==> src/rtl/invader_pkg.sv <==
// Shared types and width helpers for the invader formation controller,
// its renderer and the collision logic.
package invader_pkg;

  localparam int COORD_W = 11;

  typedef enum logic [2:0] {
    ST_IDLE,
    ST_WAIT,
    ST_SCAN,
    ST_MOVE,
    ST_DONE
  } fsm_state_t;

  // Width of an index into n items; never narrower than one bit.
  function automatic int idx_width(input int n);
    return (n > 1) ? $clog2(n) : 1;
  endfunction

  function automatic int cnt_width(input int n);
    return $clog2(n + 1);
  endfunction

endpackage

==> src/rtl/invader_formation_ctrl_if.sv <==
// Bundle between game FSM, collision logic, sprite renderer and the
// formation controller; the controller sits on the slave modport.
interface invader_formation_ctrl_if #(
  parameter int N       = 40,
  parameter int COORD_W = invader_pkg::COORD_W
);
  localparam int IDX_W = invader_pkg::idx_width(N);
  localparam int CNT_W = invader_pkg::cnt_width(N);

  logic               start;
  logic               enable;
  logic               tick;
  logic               hit_valid;
  logic [IDX_W-1:0]   hit_idx;
  logic               hit_ack;
  logic [N-1:0]       alive;
  logic [CNT_W-1:0]   alive_count;
  logic [COORD_W-1:0] base_x;
  logic [COORD_W-1:0] base_y;
  logic               dir;
  logic               step_pulse;
  logic               landed;
  logic               all_dead;

  modport master (
    output start, enable, tick, hit_valid, hit_idx,
    input  hit_ack, alive, alive_count, base_x, base_y, dir, step_pulse, landed, all_dead
  );

  modport slave (
    input  start, enable, tick, hit_valid, hit_idx,
    output hit_ack, alive, alive_count, base_x, base_y, dir, step_pulse, landed, all_dead
  );

endinterface

==> src/rtl/formation_edge_scan.sv <==
// Column iterator over a frozen alive snapshot: one column per cycle, reports
// the leftmost/rightmost occupied columns and the lowest occupied row.
module formation_edge_scan
  import invader_pkg::*;
#(
  parameter int ROWS = 4,
  parameter int COLS = 10,
  localparam int N     = ROWS * COLS,
  localparam int COL_W = idx_width(COLS),
  localparam int ROW_W = idx_width(ROWS)
) (
  input  logic             clk,
  input  logic             reset,
  input  logic             clear,
  input  logic             load,
  input  logic [N-1:0]     snapshot,
  output logic [COL_W-1:0] min_col,
  output logic [COL_W-1:0] max_col,
  output logic [ROW_W-1:0] max_row,
  output logic             done
);

  logic [N-1:0]     snap_q;
  logic [COL_W-1:0] col_q;
  logic             busy_q;
  logic             found_q;
  logic [ROWS-1:0]  col_bits;
  logic             col_any;
  logic [ROW_W-1:0] col_row;

  // Static mux of the current column keeps every bit select in range.
  always_comb begin
    col_bits = '0;
    for (int r = 0; r < ROWS; r++) begin
      for (int c = 0; c < COLS; c++) begin
        if (col_q == COL_W'(c)) col_bits[r] = snap_q[r*COLS + c];
      end
    end
  end

  always_comb begin
    col_any = |col_bits;
    col_row = '0;
    for (int r = 0; r < ROWS; r++) begin
      if (col_bits[r]) col_row = ROW_W'(r);
    end
  end

  assign done = busy_q && (col_q == COL_W'(COLS - 1));

  always_ff @(posedge clk) begin
    if (reset || clear) begin
      snap_q  <= '0;
      col_q   <= '0;
      busy_q  <= 1'b0;
      found_q <= 1'b0;
      min_col <= '0;
      max_col <= '0;
      max_row <= '0;
    end else if (load) begin
      snap_q  <= snapshot;
      col_q   <= '0;
      busy_q  <= 1'b1;
      found_q <= 1'b0;
      min_col <= '0;
      max_col <= '0;
      max_row <= '0;
    end else if (busy_q) begin
      if (col_any) begin
        if (!found_q) min_col <= col_q;
        found_q <= 1'b1;
        max_col <= col_q;
        if (col_row > max_row) max_row <= col_row;
      end
      if (done) busy_q <= 1'b0;
      else      col_q  <= col_q + 1'b1;
    end
  end

endmodule

==> src/rtl/invader_formation_ctrl.sv <==
// Enemy formation controller: alive bitmap, march timing that speeds up as
// enemies die, edge-driven move/drop, kill handshake and landed/all-dead flags.
module invader_formation_ctrl #(
  parameter int ROWS        = 4,
  parameter int COLS        = 10,
  parameter int COORD_W     = invader_pkg::COORD_W,
  parameter int DIST_X      = 30,
  parameter int DIST_Y      = 30,
  parameter int ROW_STAGGER = 10,
  parameter int SPRITE_W    = 20,
  parameter int SPRITE_H    = 20,
  parameter int X0          = 150,
  parameter int Y0          = 40,
  parameter int X_MIN       = 150,
  parameter int X_MAX       = 760,
  parameter int DX          = 1,
  parameter int DY          = 50,
  parameter int Y_LAND      = 440,
  parameter int MIN_PERIOD  = 2
) (
  input  logic                    clk,
  input  logic                    reset,
  invader_formation_ctrl_if.slave bus
);
  import invader_pkg::*;

  localparam int N     = ROWS * COLS;
  localparam int IDX_W = idx_width(N);
  localparam int CNT_W = cnt_width(N);
  localparam int TC_W  = cnt_width(MIN_PERIOD + N);
  localparam int COL_W = idx_width(COLS);
  localparam int ROW_W = idx_width(ROWS);
  localparam int W1    = COORD_W + 1;

  fsm_state_t         state_q, state_d;
  logic [N-1:0]       alive_q, alive_d;
  logic [COORD_W-1:0] base_x_q, base_x_d, base_y_q, base_y_d;
  logic               dir_q, dir_d;
  logic [3:0]         drops_q, drops_d;
  logic [TC_W-1:0]    tick_cnt_q, tick_cnt_d;
  logic               hit_ack_q, hit_ack_d;
  logic               landed_q, landed_d;
  logic               all_dead_q, all_dead_d;

  logic [CNT_W-1:0]   alive_count;
  logic [N-1:0]       hit_mask;
  logic [N-1:0]       alive_after;
  logic               active;
  logic               hit_ok;
  logic [TC_W-1:0]    period_m1;
  logic               scan_load;
  logic               scan_done;
  logic [COL_W-1:0]   min_col, max_col;
  logic [ROW_W-1:0]   max_row;
  logic [W1-1:0]      dx, right_edge, left_edge, bottom_after_drop;
  logic               drop;

  always_comb begin
    alive_count = '0;
    for (int i = 0; i < N; i++) alive_count = alive_count + CNT_W'(alive_q[i]);
  end

  // One-hot decode of the hit index; an out-of-range index decodes to nothing.
  always_comb begin
    hit_mask = '0;
    for (int i = 0; i < N; i++) hit_mask[i] = bus.hit_valid && (bus.hit_idx == IDX_W'(i));
  end

  assign active      = (state_q == ST_WAIT) || (state_q == ST_SCAN) || (state_q == ST_MOVE);
  assign alive_after = alive_q & ~hit_mask;
  assign hit_ok      = active && |(hit_mask & alive_q);
  assign period_m1   = TC_W'(MIN_PERIOD) + TC_W'(alive_count) - TC_W'(1);
  assign scan_load   = (state_q == ST_WAIT) && (state_d == ST_SCAN);

  formation_edge_scan #(.ROWS(ROWS), .COLS(COLS)) u_scan (
    .clk      (clk),
    .reset    (reset),
    .clear    (bus.start),
    .load     (scan_load),
    .snapshot (alive_q),
    .min_col  (min_col),
    .max_col  (max_col),
    .max_row  (max_row),
    .done     (scan_done)
  );

  // Edge sums carry one spare bit so a formation near the top of the range
  // cannot wrap past a bound.
  always_comb begin
    dx                = W1'(DX) + W1'(drops_q);
    right_edge        = W1'(base_x_q) + W1'(max_col) * W1'(DIST_X) + W1'(ROW_STAGGER) + W1'(SPRITE_W);
    left_edge         = W1'(base_x_q) + W1'(min_col) * W1'(DIST_X);
    bottom_after_drop = W1'(base_y_q) + W1'(DY) + W1'(max_row) * W1'(DIST_Y) + W1'(SPRITE_H);
    drop              = dir_q ? (left_edge < W1'(X_MIN) + dx) : (right_edge + dx > W1'(X_MAX));
  end

  always_comb begin
    state_d    = state_q;
    alive_d    = alive_q;
    base_x_d   = base_x_q;
    base_y_d   = base_y_q;
    dir_d      = dir_q;
    drops_d    = drops_q;
    tick_cnt_d = tick_cnt_q;
    hit_ack_d  = 1'b0;
    landed_d   = landed_q;
    all_dead_d = all_dead_q;
    if (bus.start) begin
      state_d    = ST_WAIT;
      alive_d    = '1;
      base_x_d   = COORD_W'(X0);
      base_y_d   = COORD_W'(Y0);
      dir_d      = 1'b0;
      drops_d    = '0;
      tick_cnt_d = '0;
      landed_d   = 1'b0;
      all_dead_d = 1'b0;
    end else begin
      case (state_q)
        ST_WAIT: begin
          if (bus.enable && bus.tick) begin
            if (tick_cnt_q == period_m1) begin
              tick_cnt_d = '0;
              state_d    = ST_SCAN;
            end else begin
              tick_cnt_d = tick_cnt_q + 1'b1;
            end
          end
        end
        ST_SCAN: if (scan_done) state_d = ST_MOVE;
        ST_MOVE: begin
          state_d = ST_WAIT;
          if (drop) begin
            base_y_d = base_y_q + COORD_W'(DY);
            dir_d    = ~dir_q;
            if (drops_q != 4'hF) drops_d = drops_q + 4'd1;
            if (bottom_after_drop >= W1'(Y_LAND)) begin
              landed_d = 1'b1;
              state_d  = ST_DONE;
            end
          end else if (dir_q) begin
            base_x_d = base_x_q - dx[COORD_W-1:0];
          end else begin
            base_x_d = base_x_q + dx[COORD_W-1:0];
          end
        end
        default: ;
      endcase
      // The last kill wins over any march decision taken this cycle.
      if (hit_ok) begin
        alive_d   = alive_after;
        hit_ack_d = 1'b1;
        if (alive_after == '0) begin
          all_dead_d = 1'b1;
          state_d    = ST_DONE;
        end
      end
    end
  end

  always_ff @(posedge clk) begin
    if (reset) begin
      state_q    <= ST_IDLE;
      alive_q    <= '1;
      base_x_q   <= COORD_W'(X0);
      base_y_q   <= COORD_W'(Y0);
      dir_q      <= 1'b0;
      drops_q    <= '0;
      tick_cnt_q <= '0;
      hit_ack_q  <= 1'b0;
      landed_q   <= 1'b0;
      all_dead_q <= 1'b0;
    end else begin
      state_q    <= state_d;
      alive_q    <= alive_d;
      base_x_q   <= base_x_d;
      base_y_q   <= base_y_d;
      dir_q      <= dir_d;
      drops_q    <= drops_d;
      tick_cnt_q <= tick_cnt_d;
      hit_ack_q  <= hit_ack_d;
      landed_q   <= landed_d;
      all_dead_q <= all_dead_d;
    end
  end

  assign bus.hit_ack     = hit_ack_q;
  assign bus.alive       = alive_q;
  assign bus.alive_count = alive_count;
  assign bus.base_x      = base_x_q;
  assign bus.base_y      = base_y_q;
  assign bus.dir         = dir_q;
  assign bus.step_pulse  = (state_q == ST_MOVE);
  assign bus.landed      = landed_q;
  assign bus.all_dead    = all_dead_q;

endmodule
==> src/flat_wrapper.sv <==
// flat-port wrapper written by rule: the top's interface ports become plain ports
module invader_formation_ctrl_flat import invader_pkg::*;
#(
  parameter int ROWS        = 4,
  parameter int COLS        = 10,
  parameter int COORD_W     = invader_pkg::COORD_W,
  parameter int DIST_X      = 30,
  parameter int DIST_Y      = 30,
  parameter int ROW_STAGGER = 10,
  parameter int SPRITE_W    = 20,
  parameter int SPRITE_H    = 20,
  parameter int X0          = 150,
  parameter int Y0          = 40,
  parameter int X_MIN       = 150,
  parameter int X_MAX       = 760,
  parameter int DX          = 1,
  parameter int DY          = 50,
  parameter int Y_LAND      = 440,
  parameter int MIN_PERIOD  = 2
)
  (clk, reset, bus_start, bus_enable, bus_tick, bus_hit_valid, bus_hit_idx, bus_hit_ack, bus_alive, bus_alive_count, bus_base_x, bus_base_y, bus_dir, bus_step_pulse, bus_landed, bus_all_dead);
  invader_formation_ctrl_if #(.COORD_W(COORD_W)) bus_i ();
  input  logic clk;
  input  logic reset;
  input wire logic [$bits(bus_i.start)-1:0] bus_start;
  input wire logic [$bits(bus_i.enable)-1:0] bus_enable;
  input wire logic [$bits(bus_i.tick)-1:0] bus_tick;
  input wire logic [$bits(bus_i.hit_valid)-1:0] bus_hit_valid;
  input wire logic [$bits(bus_i.hit_idx)-1:0] bus_hit_idx;
  output wire logic [$bits(bus_i.hit_ack)-1:0] bus_hit_ack;
  output wire logic [$bits(bus_i.alive)-1:0] bus_alive;
  output wire logic [$bits(bus_i.alive_count)-1:0] bus_alive_count;
  output wire logic [$bits(bus_i.base_x)-1:0] bus_base_x;
  output wire logic [$bits(bus_i.base_y)-1:0] bus_base_y;
  output wire logic [$bits(bus_i.dir)-1:0] bus_dir;
  output wire logic [$bits(bus_i.step_pulse)-1:0] bus_step_pulse;
  output wire logic [$bits(bus_i.landed)-1:0] bus_landed;
  output wire logic [$bits(bus_i.all_dead)-1:0] bus_all_dead;
  assign bus_i.start = bus_start;
  assign bus_i.enable = bus_enable;
  assign bus_i.tick = bus_tick;
  assign bus_i.hit_valid = bus_hit_valid;
  assign bus_i.hit_idx = bus_hit_idx;
  assign bus_hit_ack = bus_i.hit_ack;
  assign bus_alive = bus_i.alive;
  assign bus_alive_count = bus_i.alive_count;
  assign bus_base_x = bus_i.base_x;
  assign bus_base_y = bus_i.base_y;
  assign bus_dir = bus_i.dir;
  assign bus_step_pulse = bus_i.step_pulse;
  assign bus_landed = bus_i.landed;
  assign bus_all_dead = bus_i.all_dead;
  invader_formation_ctrl #(.ROWS(ROWS), .COLS(COLS), .COORD_W(COORD_W), .DIST_X(DIST_X), .DIST_Y(DIST_Y), .ROW_STAGGER(ROW_STAGGER), .SPRITE_W(SPRITE_W), .SPRITE_H(SPRITE_H), .X0(X0), .Y0(Y0), .X_MIN(X_MIN), .X_MAX(X_MAX), .DX(DX), .DY(DY), .Y_LAND(Y_LAND), .MIN_PERIOD(MIN_PERIOD)) u_core (.clk(clk), .reset(reset), .bus(bus_i));
endmodule
==> config.mk <==
export PLATFORM = sky130hd
export DESIGN_NAME = invader_formation_ctrl_flat
export DESIGN_NICKNAME = d
export VERILOG_FILES = /design/src/rtl/invader_pkg.sv /design/src/rtl/invader_formation_ctrl_if.sv /design/src/rtl/formation_edge_scan.sv /design/src/rtl/invader_formation_ctrl.sv /design/src/flat_wrapper.sv
export SDC_FILE = /design/constraint.sdc
export NUM_CORES = 1
export LEC_CHECK = 0
export CAP_MARGIN = 20
export CORE_AREA = 2 2 138 140
export CTS_CLUSTER_DIAMETER = 200
export CTS_CLUSTER_SIZE = 16
export DETAILED_ROUTE_END_ITERATION = 8
export DIE_AREA = 0 0 140 142
export DONT_BUFFER_PORTS = 1
export HOLD_SLACK_MARGIN = 0.02
export PLACE_DENSITY = 0.76
export SETUP_SLACK_MARGIN = 0.5
export SYNTH_ARGS = -nofsm -noshare
export SYNTH_HDL_FRONTEND = slang
export SYNTH_HIERARCHICAL = 1
export SYNTH_SLANG_ARGS = --single-unit
==> constraint.sdc <==
create_clock -name clk -period 6.6 [get_ports clk]
set_input_delay 0.99 -clock clk [delete_from_list [all_inputs] [get_ports clk]]
set_output_delay 0.99 -clock clk [all_outputs]
set_load 0.01 [all_outputs]
==> out/metrics.cfg <==
[clock_network]
tritoncts = yes
postCtsHoldBufs = 0
clockRootBuffer = sky130_fd_sc_hd__clkbuf_16
clock_insertion_delay_worst_skew_ns = 0.43
cts-htree-levels = 4
clock_tree.buffer_depth = 2
cts_num_sinks = 134
clkSlewWorstSetupHoldPaths_ns = 0.07
tritoncts.num_buffers = 17

[synthesis]
unique_cell_type_count_in_the_yosys_netlist = 83
yosys.area.top_type_share_pct = 25.22
synth_fp_nets = 1411
netlist_top_cells_area = sky130_fd_sc_hd__dfxtp_1 25%, sky130_fd_sc_hd__ha_1 13%, sky130_fd_sc_hd__fa_1 9.2%
ys_ff_latch = 134
syn_avg_cell_area_sq_um = 8.556
synth_enable_flop_cells = 0
synth_seq_area_share_pct = 25.22
synth_top_cell_by_area = sky130_fd_sc_hd__dfxtp_1
synth_cells = 1243
ys.warnings.count = 6
synth_flop_cell = sky130_fd_sc_hd__dfxtp_1
post_synth_instance_area_sq_um = 10640
proportion_of_register_bits_with_asynchronous_set_or_reset_after_synthesis_pct = 0

[sta]
timing.setup.tns_ns = -8.230
finalCritPeriodShare_pct = 103.3
grt_setup_unrepaired = true
timing.final.setup_violations = 55
setup_ws_ns = -0.2154
final-max-slew-violation-count = 0
fin_skew_ns = 0.01896
timing.max_slew.rel_slack_pct = 46.35
finalHoldViolCount = 0
worst_pin_slew_ns = 0.7942
layout_min_cycle_time_ns = 6.815
fmax_mhz = 146.7

[worst_setup_path]
crit_path_max_incr_delay_ns = 0.54
reg2reg_slack_ns = -0.22
critical-path-slowest-cell = sky130_fd_sc_hd__fa_1
critical_path.startpoint_type = register
worst-endpoint-required_ns = 6.89
timing.critical_path.fanout_max = 9
cp-end-kind = register
worstSetupPathType = reg -> reg
crit_top_cell = sky130_fd_sc_hd__fa_1
cp.arrival_ns = 7.10

[global_route]
grt_util_met3_pct = 7.773
peak_usage_layer_in_the_global_routing_report = met2
global_route.overflow_total = 0
pin_count_of_the_biggest_net_entering_global_routing = 55
groute.usage.overall_pct = 29.68
antenna_found_initial = 0
first_global_vias = 9027
grt_pass1_wl_um = 46860
globalRouteMet2Util_pct = 50.32
grt_use_met1_pct = 34.88

[detailed_routing]
viasPerCell = 6.139
wl_per_cell_um = 19.24
drt-pass1-iter-count = 8
final_antenna_net_count = 0
drt_wl_total_um = 29110
detailed_route_via_count = 9288
post_route_drc = 3
detailedRoute.firstIterationViolations = 941

[layout]
design_area_sq_um = 11970
layout.nets = 1434
insertedDiodeCount = 0
area_growth_synth_to_finish_pct = 12.55
drive_above_1_share_pct = 12.67

[outcome]
run_status = complete, but fails checks
violations = design-rule violations, negative setup slack

[die]
io-pin-count = 85
rows = 50
die_h_um = 142
overall_die_area_sq_um = 19880
initial_core_util_pct = 57.63
placeableCoreArea_sq_um = 18460
dieWidth_um = 140

[placed_design]
number_of_input_and_output_port_buffers_inserted = 0
dp.final_hpwl_um = 21260
place.gp.congestion = 1.012
placedInstanceArea_sq_um = 11160

[power_and_ir_drop]
vdd_ir_drop_max_mv = 0.1776
leakage_uw = 0.005059
cellPowerDensity_nw_per_um2 = 153.5

[run]
max_cap_violations = 0

[min_path]
min-delay-path-class = reg -> reg

[metal layers]
metal / part of all wire [%] / up-vias / wire length [um]
met1: 39 / 4375 / 11380
met3: 8.6 / 87 / 2507
li1: - / 4393 / -
met2: 48 / 433 / 14000
met5: 0 / - / 0
met4: 4.2 / 0 / 1223
[metrics by stage]
step                      setup WS (ns)  util (%)  hold WS (ns)  instances  total power, uW
after global placement         -0.06388     60.46        0.4729       1471            891.2
final                           -0.2154     64.86        0.5084       1513             1837
after global routing            -0.4279     64.86        0.5292       1513             1895
after floorplan                -0.07681         -        0.4547       1243            883.2
after CTS                       -0.1553     64.34        0.5058       1508             1840
after detailed placement        -0.1962     60.46        0.4826       1471            891.7
[synth_stat cells, drive strengths merged, types with 19 or more instances]
cell and n:
clkbuf 31, o31ai 32, nand2 102, o21ai 77, buf 25, inv 134, fa 49, dfxtp 134
a21oi 54, mux2i 65, xnor2 42, nor3 33, nor2 103, ha 107, nand3 19
[placed cells by master (no fill, tap or decap), types with 6 or more instances in the layout]
| master | instances |
|---|---|
| sky130_fd_sc_hd__xor2_1 | 12 |
| sky130_fd_sc_hd__dfxtp_1 | 129 |
| sky130_fd_sc_hd__fa_1 | 46 |
| sky130_fd_sc_hd__o32ai_1 | 6 |
| sky130_fd_sc_hd__inv_6 | 7 |
| sky130_fd_sc_hd__clkbuf_16 | 18 |
| sky130_fd_sc_hd__a21o_1 | 13 |
| sky130_fd_sc_hd__nor2b_1 | 12 |
| sky130_fd_sc_hd__nor2_1 | 101 |
| sky130_fd_sc_hd__inv_1 | 129 |
| sky130_fd_sc_hd__o31ai_1 | 32 |
| sky130_fd_sc_hd__o21ai_0 | 66 |
| sky130_fd_sc_hd__o21a_1 | 10 |
| sky130_fd_sc_hd__nand2b_1 | 12 |
| sky130_fd_sc_hd__nor3b_1 | 7 |
| sky130_fd_sc_hd__a21oi_2 | 7 |
| sky130_fd_sc_hd__or3_1 | 10 |
| sky130_fd_sc_hd__ha_1 | 106 |
| sky130_fd_sc_hd__buf_6 | 10 |
| sky130_fd_sc_hd__a21oi_1 | 47 |
| sky130_fd_sc_hd__nand3_1 | 19 |
| sky130_fd_sc_hd__xnor2_1 | 41 |
| sky130_fd_sc_hd__buf_4 | 46 |
| sky130_fd_sc_hd__a211oi_1 | 9 |
| sky130_fd_sc_hd__mux2i_1 | 64 |
| sky130_fd_sc_hd__nand4_1 | 13 |
| sky130_fd_sc_hd__a31oi_1 | 8 |
| sky130_fd_sc_hd__o21ai_1 | 10 |
| sky130_fd_sc_hd__nor3_1 | 30 |
| sky130_fd_sc_hd__nand2_1 | 97 |
| sky130_fd_sc_hd__or2_2 | 8 |
| sky130_fd_sc_hd__nand3b_1 | 12 |
[state kept, by name, indices dropped and copies added, names as in the netlist]
name / cells
u_core/drops_q: 4
u_core/u_scan/min_col: 4
u_core/u_scan/max_col: 4
u_core/tick_cnt_q: 6
u_core/u_scan/found_q: 1
u_core/bus.landed: 1
u_core/bus.dir: 1
u_core/bus.all_dead: 1
u_core/u_scan/max_row: 2
u_core/state_q: 3
u_core/bus.base_x: 11
u_core/u_scan/busy_q: 1
u_core/bus.base_y: 10
u_core/u_scan/snap_q: 40
u_core/bus.alive: 40
u_core/bus.hit_ack: 1
u_core/u_scan/col_q: 4
[layout make-up]
class | instances | area, sq um
fillers | 1504 | 6485
well taps | 234 | 292.8
multi-input cells | 919 | 7361
clock inverters | 15 | 156.4
flip-flops and latches | 134 | 2689
repair buffers | 60 | 543.0
inverters | 134 | 503.0
clock buffers | 17 | 425.4
[worst max-delay path: cells and delay by family, from the launching register on]
family,cells,cell delay [ns]
muxes,1,0.23
adders and majority gates,9,3.87
buffers and inverters,8,0.70
AOI/OAI and AO/OA,2,0.35
xor gates and xnor gates,3,0.48
and+or+nand+nor,5,0.74
DFF,1,0.33
[timing repair]
| item | in CTS | in global routing |
|---|---|---|
| setup buffers | 5 | 4 |
| resized for setup | 29 | 9 |
| endpoints found under the setup margin | 69 | 69 |
| cloned | 0 | 1 |
| pin swaps | 20 | 6 |
[cells by family after synthesis]
logic type	synth area share, %
AOI/OAI and AO/OA	17.99
buffers and inverters	7.165
xor gates and xnor gates	4.529
muxes	6.365
and+or+nand+nor	16.88
DFF	25.22
adders and majority gates	21.81
other	0.03526
[worst paths after layout]
check                            from                       end  cells past startpoint
max              u_core/bus.alive[29]   u_core/u_scan/snap_q[3]                     28
min          u_core/u_scan/snap_q[11]  u_core/u_scan/snap_q[11]                      2
max reg2reg      u_core/bus.alive[29]   u_core/u_scan/snap_q[3]                     28
min reg2reg  u_core/u_scan/snap_q[11]  u_core/u_scan/snap_q[11]                      2
[power by group]
part	leakage (uW)	total, uW	internal [uW]	switching [uW]
logic	0.00370	69.4	20.9	48.5
clock network	0.000278	957	535	423
registers	0.00108	810	809	1.30
Note: power is estimated with default switching activity, not from simulation.
